File: src/rtl/apb_master_arbiter_if.sv
// ---------------------------------------------------------------------------
// apb_master_arbiter_if
//
// Purpose:
//   Bundles the requester-side handshake and the APB master bus of
//   apb_master_arbiter into one interface.
//
// Signal summary (direction as seen by the arbiter):
//   req_valid  in   NUM_REQ     requester i has a transfer pending
//   req_write  in   NUM_REQ     1 = write, 0 = read, per requester
//   req_addr   in   NUM_REQ*32  requester i address in [32*i +: 32]
//   req_wdata  in   NUM_REQ*32  requester i write data in [32*i +: 32]
//   req_ready  out  NUM_REQ     one-hot accept strobe
//   rsp_valid  out  NUM_REQ     one-hot, one-cycle completion pulse
//   rsp_err    out  1           decode error or timeout, valid with rsp_valid
//   rsp_rdata  out  32          read data, valid with rsp_valid
//   PADDR      out  32          APB address
//   PWDATA     out  32          APB write data
//   PWRITE     out  1           APB direction
//   PSEL       out  16          APB one-hot slave select
//   PENABLE    out  1           APB access phase
//   PRDATA     in   32          APB read data
//   PREADY     in   1           APB slave ready
//
// Modports:
//   master : the arbiter (drives the APB bus and the requester responses)
//   slave  : the environment (requesters plus the APB slave fabric)
// ---------------------------------------------------------------------------
interface apb_master_arbiter_if #(
    parameter int NUM_REQ = 4
);
    logic [NUM_REQ-1:0]    req_valid;
    logic [NUM_REQ-1:0]    req_write;
    logic [NUM_REQ*32-1:0] req_addr;
    logic [NUM_REQ*32-1:0] req_wdata;
    logic [NUM_REQ-1:0]    req_ready;
    logic [NUM_REQ-1:0]    rsp_valid;
    logic                  rsp_err;
    logic [31:0]           rsp_rdata;

    logic [31:0]           PADDR;
    logic [31:0]           PWDATA;
    logic                  PWRITE;
    logic [15:0]           PSEL;
    logic                  PENABLE;
    logic [31:0]           PRDATA;
    logic                  PREADY;

    modport master (
        input  req_valid, req_write, req_addr, req_wdata,
        input  PRDATA, PREADY,
        output req_ready, rsp_valid, rsp_err, rsp_rdata,
        output PADDR, PWDATA, PWRITE, PSEL, PENABLE
    );

    modport slave (
        output req_valid, req_write, req_addr, req_wdata,
        output PRDATA, PREADY,
        input  req_ready, rsp_valid, rsp_err, rsp_rdata,
        input  PADDR, PWDATA, PWRITE, PSEL, PENABLE
    );
endinterface

File: src/rtl/apb_master_arbiter.sv
// ---------------------------------------------------------------------------
// apb_master_arbiter
//
// Purpose:
//   Shares one APB master port between NUM_REQ requesters. Round-robin
//   arbitration, address decode onto the one-hot PSEL bus, APB SETUP/ACCESS
//   sequencing, PREADY wait with optional timeout and per-requester response
//   routing. Exactly one transfer is in flight at a time.
//
// Parameters:
//   NUM_REQ     number of requesters, 1..8
//   NUM_SLAVES  populated PSEL lines, 1..16; higher PSEL bits are tied 0
//   SEL_LSB     PADDR bit where the 4-bit slave index field starts
//   TIMEOUT     max ACCESS cycles waiting for PREADY; 0 disables the timeout
//
// Ports:
//   PCLK     in   APB clock, all state changes on its rising edge
//   PRESETn  in   asynchronous active-low reset
//   bus      master modport of apb_master_arbiter_if (requester handshake,
//            response routing and the APB master signals)
// ---------------------------------------------------------------------------
module apb_master_arbiter #(
    parameter int NUM_REQ    = 4,
    parameter int NUM_SLAVES = 16,
    parameter int SEL_LSB    = 12,
    parameter int TIMEOUT    = 256
) (
    input  logic                 PCLK,
    input  logic                 PRESETn,
    apb_master_arbiter_if.master bus
);

    localparam int PTR_W = (NUM_REQ > 1) ? $clog2(NUM_REQ) : 1;
    localparam int CNT_W = (TIMEOUT > 1) ? $clog2(TIMEOUT) : 1;
    localparam logic [CNT_W-1:0] CNT_LAST = (TIMEOUT > 0) ? CNT_W'(TIMEOUT - 1) : '0;
    localparam logic [PTR_W:0]   NUM_REQ_W = (PTR_W + 1)'(NUM_REQ);

    typedef enum logic [2:0] {
        S_IDLE   = 3'd0,
        S_SETUP  = 3'd1,
        S_ACCESS = 3'd2,
        S_DONE   = 3'd3,
        S_DERR   = 3'd4,
        S_TOUT   = 3'd5
    } state_t;

    // -----------------------------------------------------------------------
    // State
    // -----------------------------------------------------------------------
    state_t           r_state, w_state_next;
    logic [PTR_W-1:0] r_ptr,   w_ptr_next;
    logic [PTR_W-1:0] r_owner, w_owner_next;
    logic [31:0]      r_addr,  w_addr_next;
    logic [31:0]      r_wdata, w_wdata_next;
    logic             r_write, w_write_next;
    logic [3:0]       r_idx,   w_idx_next;
    logic [CNT_W-1:0] r_cnt,   w_cnt_next;
    logic [31:0]      r_rdata, w_rdata_next;

    // -----------------------------------------------------------------------
    // Round-robin search
    // The request vector is rotated so that the pointer position lands on
    // bit 0; the first set bit of the rotated vector is the offset of the
    // winner from the pointer.
    // -----------------------------------------------------------------------
    logic [2*NUM_REQ-1:0] w_req_dbl;
    logic [NUM_REQ-1:0]   w_req_rot;
    logic                 w_found;
    logic [PTR_W-1:0]     w_off;
    logic [PTR_W:0]       w_sum;
    logic [PTR_W-1:0]     w_win;
    logic [PTR_W-1:0]     w_win_inc;

    assign w_req_dbl = {bus.req_valid, bus.req_valid};
    assign w_req_rot = NUM_REQ'(w_req_dbl >> r_ptr);

    always_comb begin
        w_found = 1'b0;
        w_off   = '0;
        for (int k = 0; k < NUM_REQ; k++) begin
            if (!w_found && w_req_rot[k]) begin
                w_found = 1'b1;
                w_off   = PTR_W'(k);
            end
        end
    end

    // pointer + offset, wrapped back into 0..NUM_REQ-1
    always_comb begin
        w_sum = {1'b0, r_ptr} + {1'b0, w_off};
        if (w_sum >= NUM_REQ_W) begin
            w_win = PTR_W'(w_sum - NUM_REQ_W);
        end else begin
            w_win = w_sum[PTR_W-1:0];
        end
    end

    assign w_win_inc = (w_win == PTR_W'(NUM_REQ - 1)) ? '0 : w_win + 1'b1;

    // -----------------------------------------------------------------------
    // Winner payload mux and address decode
    // -----------------------------------------------------------------------
    logic [31:0] w_sel_addr;
    logic [31:0] w_sel_wdata;
    logic        w_sel_write;
    logic [3:0]  w_sel_idx;
    logic        w_idx_ok;

    always_comb begin
        w_sel_addr  = '0;
        w_sel_wdata = '0;
        w_sel_write = 1'b0;
        for (int i = 0; i < NUM_REQ; i++) begin
            if (w_win == PTR_W'(i)) begin
                w_sel_addr  = bus.req_addr[32*i +: 32];
                w_sel_wdata = bus.req_wdata[32*i +: 32];
                w_sel_write = bus.req_write[i];
            end
        end
    end

    assign w_sel_idx = w_sel_addr[SEL_LSB+3:SEL_LSB];
    assign w_idx_ok  = ({1'b0, w_sel_idx} < 5'(NUM_SLAVES));

    // -----------------------------------------------------------------------
    // State register
    // -----------------------------------------------------------------------
    always_ff @(posedge PCLK or negedge PRESETn) begin
        if (!PRESETn) begin
            r_state <= S_IDLE;
            r_ptr   <= '0;
            r_owner <= '0;
            r_addr  <= '0;
            r_wdata <= '0;
            r_write <= 1'b0;
            r_idx   <= '0;
            r_cnt   <= '0;
            r_rdata <= '0;
        end else begin
            r_state <= w_state_next;
            r_ptr   <= w_ptr_next;
            r_owner <= w_owner_next;
            r_addr  <= w_addr_next;
            r_wdata <= w_wdata_next;
            r_write <= w_write_next;
            r_idx   <= w_idx_next;
            r_cnt   <= w_cnt_next;
            r_rdata <= w_rdata_next;
        end
    end

    // -----------------------------------------------------------------------
    // Next-state logic
    // -----------------------------------------------------------------------
    always_comb begin
        w_state_next = r_state;
        w_ptr_next   = r_ptr;
        w_owner_next = r_owner;
        w_addr_next  = r_addr;
        w_wdata_next = r_wdata;
        w_write_next = r_write;
        w_idx_next   = r_idx;
        w_cnt_next   = r_cnt;
        w_rdata_next = r_rdata;

        case (r_state)
            S_IDLE: begin
                if (w_found) begin
                    w_owner_next = w_win;
                    w_ptr_next   = w_win_inc;
                    w_addr_next  = w_sel_addr;
                    w_wdata_next = w_sel_wdata;
                    w_write_next = w_sel_write;
                    w_idx_next   = w_sel_idx;
                    if (w_idx_ok) begin
                        w_cnt_next   = '0;
                        w_state_next = S_SETUP;
                    end else begin
                        // unpopulated slave: answer with an error, no bus cycle
                        w_state_next = S_DERR;
                    end
                end
            end

            S_SETUP: begin
                w_state_next = S_ACCESS;
            end

            S_ACCESS: begin
                w_cnt_next = r_cnt + 1'b1;
                if (bus.PREADY) begin
                    // writes return zero read data
                    w_rdata_next = r_write ? 32'h0 : bus.PRDATA;
                    w_state_next = S_DONE;
                end else if ((TIMEOUT != 0) && (r_cnt == CNT_LAST)) begin
                    w_state_next = S_TOUT;
                end
            end

            S_DONE, S_DERR, S_TOUT: begin
                w_state_next = S_IDLE;
            end

            default: begin
                w_state_next = S_IDLE;
            end
        endcase
    end

    // -----------------------------------------------------------------------
    // Outputs, all decoded from registered state so reset clears them at once
    // -----------------------------------------------------------------------
    logic w_bus_sel;
    logic w_rsp;

    assign w_bus_sel = (r_state == S_SETUP) || (r_state == S_ACCESS);
    assign w_rsp     = (r_state == S_DONE) || (r_state == S_DERR) || (r_state == S_TOUT);

    assign bus.PADDR     = r_addr;
    assign bus.PWDATA    = r_wdata;
    assign bus.PWRITE    = r_write;
    assign bus.PENABLE   = (r_state == S_ACCESS);
    assign bus.rsp_err   = (r_state == S_DERR) || (r_state == S_TOUT);
    assign bus.rsp_rdata = (r_state == S_DONE) ? r_rdata : 32'h0;

    genvar gi;
    generate
        for (gi = 0; gi < 16; gi++) begin : g_psel
            if (gi < NUM_SLAVES) begin : g_pop
                assign bus.PSEL[gi] = w_bus_sel && (r_idx == 4'(gi));
            end else begin : g_tie
                assign bus.PSEL[gi] = 1'b0;
            end
        end

        for (gi = 0; gi < NUM_REQ; gi++) begin : g_req
            // the grant is combinational from req_valid, so it is also gated
            // by reset to keep every output low while PRESETn is asserted
            assign bus.req_ready[gi] = PRESETn && (r_state == S_IDLE) && w_found
                                       && (w_win == PTR_W'(gi));
            assign bus.rsp_valid[gi] = w_rsp && (r_owner == PTR_W'(gi));
        end
    endgenerate

endmodule
File: src/flat_wrapper.sv
// flat-port wrapper written by rule: the top's interface ports become plain ports
module apb_master_arbiter_flat 
#(
    parameter int NUM_REQ    = 4,
    parameter int NUM_SLAVES = 16,
    parameter int SEL_LSB    = 12,
    parameter int TIMEOUT    = 256
)
  (PCLK, PRESETn, bus_req_valid, bus_req_write, bus_req_addr, bus_req_wdata, bus_PRDATA, bus_PREADY, bus_req_ready, bus_rsp_valid, bus_rsp_err, bus_rsp_rdata, bus_PADDR, bus_PWDATA, bus_PWRITE, bus_PSEL, bus_PENABLE);
  apb_master_arbiter_if #(.NUM_REQ(NUM_REQ)) bus_i ();
  input  logic PCLK;
  input  logic PRESETn;
  input wire logic [$bits(bus_i.req_valid)-1:0] bus_req_valid;
  input wire logic [$bits(bus_i.req_write)-1:0] bus_req_write;
  input wire logic [$bits(bus_i.req_addr)-1:0] bus_req_addr;
  input wire logic [$bits(bus_i.req_wdata)-1:0] bus_req_wdata;
  input wire logic [$bits(bus_i.PRDATA)-1:0] bus_PRDATA;
  input wire logic [$bits(bus_i.PREADY)-1:0] bus_PREADY;
  output wire logic [$bits(bus_i.req_ready)-1:0] bus_req_ready;
  output wire logic [$bits(bus_i.rsp_valid)-1:0] bus_rsp_valid;
  output wire logic [$bits(bus_i.rsp_err)-1:0] bus_rsp_err;
  output wire logic [$bits(bus_i.rsp_rdata)-1:0] bus_rsp_rdata;
  output wire logic [$bits(bus_i.PADDR)-1:0] bus_PADDR;
  output wire logic [$bits(bus_i.PWDATA)-1:0] bus_PWDATA;
  output wire logic [$bits(bus_i.PWRITE)-1:0] bus_PWRITE;
  output wire logic [$bits(bus_i.PSEL)-1:0] bus_PSEL;
  output wire logic [$bits(bus_i.PENABLE)-1:0] bus_PENABLE;
  assign bus_i.req_valid = bus_req_valid;
  assign bus_i.req_write = bus_req_write;
  assign bus_i.req_addr = bus_req_addr;
  assign bus_i.req_wdata = bus_req_wdata;
  assign bus_i.PRDATA = bus_PRDATA;
  assign bus_i.PREADY = bus_PREADY;
  assign bus_req_ready = bus_i.req_ready;
  assign bus_rsp_valid = bus_i.rsp_valid;
  assign bus_rsp_err = bus_i.rsp_err;
  assign bus_rsp_rdata = bus_i.rsp_rdata;
  assign bus_PADDR = bus_i.PADDR;
  assign bus_PWDATA = bus_i.PWDATA;
  assign bus_PWRITE = bus_i.PWRITE;
  assign bus_PSEL = bus_i.PSEL;
  assign bus_PENABLE = bus_i.PENABLE;
  apb_master_arbiter #(.NUM_REQ(NUM_REQ), .NUM_SLAVES(NUM_SLAVES), .SEL_LSB(SEL_LSB), .TIMEOUT(TIMEOUT)) u_core (.PCLK(PCLK), .PRESETn(PRESETn), .bus(bus_i));
endmodule
File: config.mk
export PLATFORM = sky130hd
export DESIGN_NAME = apb_master_arbiter_flat
export DESIGN_NICKNAME = d
export VERILOG_FILES = /design/src/rtl/apb_master_arbiter_if.sv /design/src/rtl/apb_master_arbiter.sv /design/src/flat_wrapper.sv
export SDC_FILE = /design/constraint.sdc
export NUM_CORES = 1
export LEC_CHECK = 0
export BUFFER_PORTS_ARGS = -buffer_cell sky130_fd_sc_hd__buf_4
export CAP_MARGIN = 20
export CORE_AREA = 2 2 165 167
export DETAILED_ROUTE_END_ITERATION = 8
export DIE_AREA = 0 0 167 169
export GPL_TIMING_DRIVEN = 0
export PLACE_DENSITY = 0.62
export SETUP_SLACK_MARGIN = 0.02
export SYNTH_ARGS = -nofsm -noshare
export SYNTH_HDL_FRONTEND = slang
export SYNTH_SLANG_ARGS = --single-unit
File: constraint.sdc
create_clock -name PCLK -period 5.2 [get_ports PCLK]
set_input_delay 0.26 -clock PCLK [delete_from_list [all_inputs] [get_ports PCLK]]
set_output_delay 0.26 -clock PCLK [all_outputs]
set_load 0.005 [all_outputs]
# Word level (Yosys, flattened, before mapping)
# Cells that the tools add are included.
word_totals:
  reg_bits: 116
  in_bits: 299
  out_inout_bits: 123
op_classes:
  addsub: 4
  n_lt_le_gt_ge: 1
  eq_ne: 29
  n_shift: 1
  muxes: 29
  reduce_logical: 45
op_table:
  columns: ["operator", "n"]
  rows:
  - ["32-bit 2-to-1 mux", 10]
  - ["4-bit == test (second input constant)", 8]
  - ["1-bit logical AND", 29]
  - ["4-bit by 3-bit == test with 1-bit output (second input constant)", 4]
  - ["8-bit case mux with 2 select lines", 1]
  - ["1-bit 2-to-1 mux", 9]
  - ["3-bit 2-to-1 mux", 3]
  - ["3-bit case mux with 3 select lines", 1]
  - ["8-bit by 1-bit adder with 8-bit output (second input constant)", 1]
  - ["2-bit == test (second input constant)", 4]
  - ["4-bit by 2-bit == test with 1-bit output (second input constant)", 2]
  - ["8-bit == test (second input constant)", 1]
  - ["2-bit 2-to-1 mux", 4]
  - ["8-bit 2-to-1 mux", 1]
  - ["2-bit AND reduction", 4]
  - ["8-bit by 2-bit right shift with 4-bit output", 1]
  - ["3-bit by 2-bit == test with 1-bit output (second input constant)", 2]
  - ["3-bit == test (second input constant)", 2]
  - ["2-bit by 1-bit == test with 1-bit output (second input constant)", 2]
  - ["4-bit by 1-bit == test with 1-bit output (second input constant)", 1]
  - ["2-bit zero test", 2]
  - ["4-bit zero test", 1]
  - ["1-bit logical OR", 4]
  - ["2-bit by 2-bit adder with 3-bit output", 1]
  - ["other kinds (9)", 11]

# Depth between registers and ports, before layout
logic_depth:
  depth_word: 19
  depth_mapped: 16
  mapped_depth_nobuf: 13

# Worst setup path before layout
# Ideal clock, no wire load.
synth_timing:
  path_type: "flip-flop to output port"
  start: "register u_core.r_ptr[0]"
  end: "output port bus_req_ready[3]"
  arrival_time_ns: 2.714
  required_ns: 4.940
  setup_slack_ns: 2.226
  stages_incl_launch_ff: 14
  cell_sequence: "dfrtp_1 -> clkbuf_1 -> o311ai_0 -> o21ai_0 -> o221ai_1 -> ha_1 -> xor2_1 -> nand3_1 -> nand2_1 -> ha_1 -> clkbuf_1 -> clkbuf_1 -> clkbuf_1 -> and3_1"
synth_between:
  elab_chain_len: 16
  word_cells_on_any_way: 21
  cone_classes: "2 x add/sub; 1 x order compare; 1 x eq/ne; 1 x shift; 8 x mux; 8 x reduce/logical"
synth_lines:
  columns: ["element", "line", "text"]
  rows:
  - ["start: declaration", "apb_master_arbiter.sv:51", "logic [PTR_W-1:0] r_ptr, w_ptr_next;"]
  - ["start signal: assignment", "apb_master_arbiter.sv:141", "r_ptr <= w_ptr_next;"]
  - ["8-bit by 2-bit right shift with 4-bit output", "apb_master_arbiter.sv:75", "assign w_req_rot = NUM_REQ'(w_req_dbl >> r_ptr);"]
  - ["1-bit 2-to-1 mux", "apb_master_arbiter.sv:81", "if (!w_found && w_req_rot[k]) begin"]
  - ["1-bit zero test", "apb_master_arbiter.sv:81", null]
  - ["1-bit logical AND", "apb_master_arbiter.sv:81", null]
  - ["1-bit 2-to-1 mux", "apb_master_arbiter.sv:81", null]
  - ["1-bit zero test", "apb_master_arbiter.sv:81", null]
  - ["1-bit logical AND", "apb_master_arbiter.sv:81", null]
  - ["1-bit 2-to-1 mux", "apb_master_arbiter.sv:81", null]
  - ["1-bit zero test", "apb_master_arbiter.sv:81", null]
  - ["1-bit logical AND", "apb_master_arbiter.sv:81", null]
  - ["2-bit 2-to-1 mux", "apb_master_arbiter.sv:81", null]
  - ["2-bit by 2-bit adder with 3-bit output (*)", "apb_master_arbiter.sv:90", "w_sum = {1'b0, r_ptr} + {1'b0, w_off};"]
  - ["named net u_core.w_sum[1]", "apb_master_arbiter.sv:70", "logic [PTR_W:0] w_sum;"]
  - ["3-bit >= comparator or 2-bit by 1-bit subtractor with 2-bit output (tied branches)", "apb_master_arbiter.sv:91, apb_master_arbiter.sv:92", null]
  - ["2-bit 2-to-1 mux (*)", "apb_master_arbiter.sv:91", "if (w_sum >= NUM_REQ_W) begin"]
  - ["2-bit == test (*)", "apb_master_arbiter.sv:240", "&& (w_win == PTR_W'(gi));"]
  - ["1-bit logical AND (*)", "apb_master_arbiter.sv:240", null]
  - ["end: declaration", "flat_wrapper.sv:19", "output wire logic [$bits(bus_i.req_ready)-1:0] bus_req_ready;"]
# Mark *: on every way through the listed nets, which the timed path passes. The rest lies on a longest branch.

# Worst setup path in the final report
# Same ends and word-level chain as after synthesis.

==> out/metrics.cfg <==
[drt]
drtAntennaViolNets = 0
wire_per_inst_um = 20.3
vias = 7842
wl_met2_um = 16400
wl_met1_um = 12600
drc = 0
first_pass_iters = 4
viasPerCell = 5.03
dr_wl_met3_um = 2160
routed.top_layer = met4
drtIter0Drc = 452
wirelength_um = 31700

[floorplan]
die_w_um = 167
die-area_mm2 = 0.0282
core_area_mm2 = 0.0265
io_pins = 422
dieHeight_um = 169
initial_core_util = 0.255
rows = 60

[critical_path]
end_kind = primary output
worstPathMaxFanout = 10
criticalPathCategory = flop to primary output
required_ns = 4.94
start_kind = flop
timing.rr.start = u_core.r_ptr[0]
worstPathArrival_ns = 4.35
crit_start = u_core.r_ptr[0]

[synthesis]
syn_area_mm2 = 0.00676
async_reset_ff_frac = 1.00
syn_nets = 1082
synth_xor_area_frac = 0.00259
synth-simple-area-share = 0.184
synth_top_family_by_area = compound AO/OA/AOI/OAI gates
synthFlopType = dfrtp_1
synth.largest_area_cell = dfrtp_1
synth-edff-count = 0
ys_types = 50
yosysWarnings = 0
synth_area_per_cell_um2 = 8.70
synth_top_area_frac = 0.415
yosys-top-cells-count = a21oi_1 (133), dfrtp_1 (112), nor2_1 (82)
synthCells = 777
synth_seq_area_share = 0.415
synth.most_common_cell = a21oi_1
synth_seq_cells = 112
synth.area.top_cells = dfrtp_1 (41%), a21oi_1 (9.8%), a221o_1 (9.5%), o211ai_1 (7.1%), nor2_1 (4.6%)
synthAdderAreaFrac = 0.0111
synth_compound_area_frac = 0.315
synthMuxAreaShare = 0.00796

[placed_design]
dp.final_hpwl_um = 24800
gp_congestion = 0.847
portBuffers = 421

[clocking]
post-cts-setup-buffers = 0
cts_sinks = 112
cts_tree = done
clk_pin_slew_ns = 0.10
cts_inserted_buffers = 9
cts.repair.resized = 0
root_buffer = clkbuf_16
clockBufferDepth = 2
htree_levels = 3
clock_latency_ns = 0.37

[final_layout]
fill_cells = 2759
area_growth_pct = 58.2
drive_above_1_share = 0.386
final_nets = 1516

[timing]
whs_ns = 0.139
finalSetupTns_ns = 0
grt_setup_unrepaired = false
final.period_utilization = 0.887
skew_ns = 0.0162
fmax_mhz = 217
setup_viol_count_final = 0
drv_slew = 0
fin_crit_ns = 4.61
relSlewSlack = 0.372
finalHoldViolCount = 0
tightest_slew_ns = 0.943

[global_routing]
grt_antenna_before_repair = 1
grt-ovfl-total = 0
grt_usage = 0.218
grt_pass1_wl_um = 47100
grt_pass1_vias = 7858
grt_max_degree = 64

[power]
peakVddDrop_v = 0.000405
leakagePower_nw = 5.01
power_w = 0.00750
power_density_mw_per_mm2 = 701

[hold_path]
hold_start = bus_PRDATA[31]
worstHoldPathType = primary input to flop

[flow_run]
max_cap_violations = 0

[outcome]
status = finished clean

[cells in the final DEF, fill, tap and decap left out, types with 15 or more instances in the layout]
cell type  count
a21oi_1      133
a221o_1       64
and2_1        35
buf_4        420
buf_6         15
clkbuf_1      46
dfrtp_1      112
nand2_1       49
nand2b_1      36
nor2_1        82
o211ai_1      64
o21ai_0       41
[cell type report]
type                       instances  area, um^2  share of cell area
multi-input combinational        581        3520               0.329
timing repair buffer             423        3200               0.299
sequential                       112        2800               0.262
tap                              341         427              0.0399
buffer                            77         412              0.0385
clock buffer                       9         225              0.0211
clock inverter                     7        81.3             0.00760
inverter                           7        26.3             0.00246
antenna                            1        2.50            0.000234
[timing repair]
item | in CTS | in global routing
endpoints found under the setup margin | 0 | 0
hold buffers | 1 | 0
hold endpoints to repair | 51 | 0
[report_power, final]
part	total [W]	leakage, nW	internal [W]	switching [W]
clock	0.000749	0.150	0.000348	0.000401
combinational	0.00526	3.50	0.00227	0.00299
sequential	0.00150	1.36	0.00128	0.000220
[cells by family (layout without fill, tap and decap cells)]
| group | count (synthesis) | after routing |
|---|---|---|
| other | 0 | 1 |
| DFF | 112 | 112 |
| adders and majority gates | 6 | 6 |
| muxes | 5 | 5 |
| AOI/OAI and AO/OA | 319 | 319 |
| buffers and inverters | 84 | 523 |
| xor gates and xnor gates | 2 | 2 |
| and+or+nand+nor | 249 | 249 |
[worst max-delay path: stages, from the launching register on]
cell and delay, ns:
dfrtp_1 0.40, clkbuf_1 0.21, o311ai_0 0.34, o21ai_0 0.16, o221ai_1 0.10, ha_1 0.20
xor2_1 0.19, nand3_1 0.14, nand2_1 0.12, ha_1 0.14, clkbuf_1 0.35, clkbuf_1 0.62
clkbuf_1 0.59, and3_1 0.30, buf_4 0.12
[stage by stage]
step           area [um^2]  utilization  setup WS (ns)  instances
4_1_cts              10700        0.404          0.413       1557
3_3_place_gp         10300        0.390          0.836       1539
5_1_grt              10700        0.404          0.121       1558
3_5_place_dp         10400        0.392          0.855       1540
6_report             10700        0.404          0.587       1558
2_1_floorplan         6760            -           2.23        777
[path summary, 6_finish.rpt]
path | endpoint | slack, ns | depth (start not counted)
min | u_core.r_rdata[31] | 0.14 | 3
max reg2reg | u_core.bus.PADDR[31] | 1.20 | 14
max in group asynchronous | u_core.bus.PWDATA[12] | 4.04 | 3
min in group asynchronous | u_core.r_rdata[1] | 0.41 | 2
min reg2reg | u_core.r_rdata[0] | 0.48 | 2
max | bus_req_ready[3] | 0.59 | 14
[routing by layer]
metal,GRT usage,vias up
li1,-,3722
met1,0.266,3759
met2,0.391,335
met3,0.0465,26
met4,0.0573,0
met5,0,-
[registers in the layout (all words and copies together), names as in the netlist]
signal             flops
u_core.bus.PADDR      29
u_core.bus.PWDATA     32
u_core.bus.PWRITE      1
u_core.r_cnt           8
u_core.r_idx           3
u_core.r_owner         2
u_core.r_ptr           2
u_core.r_rdata        32
u_core.r_state         3
(Power assumes the default switching activity.)
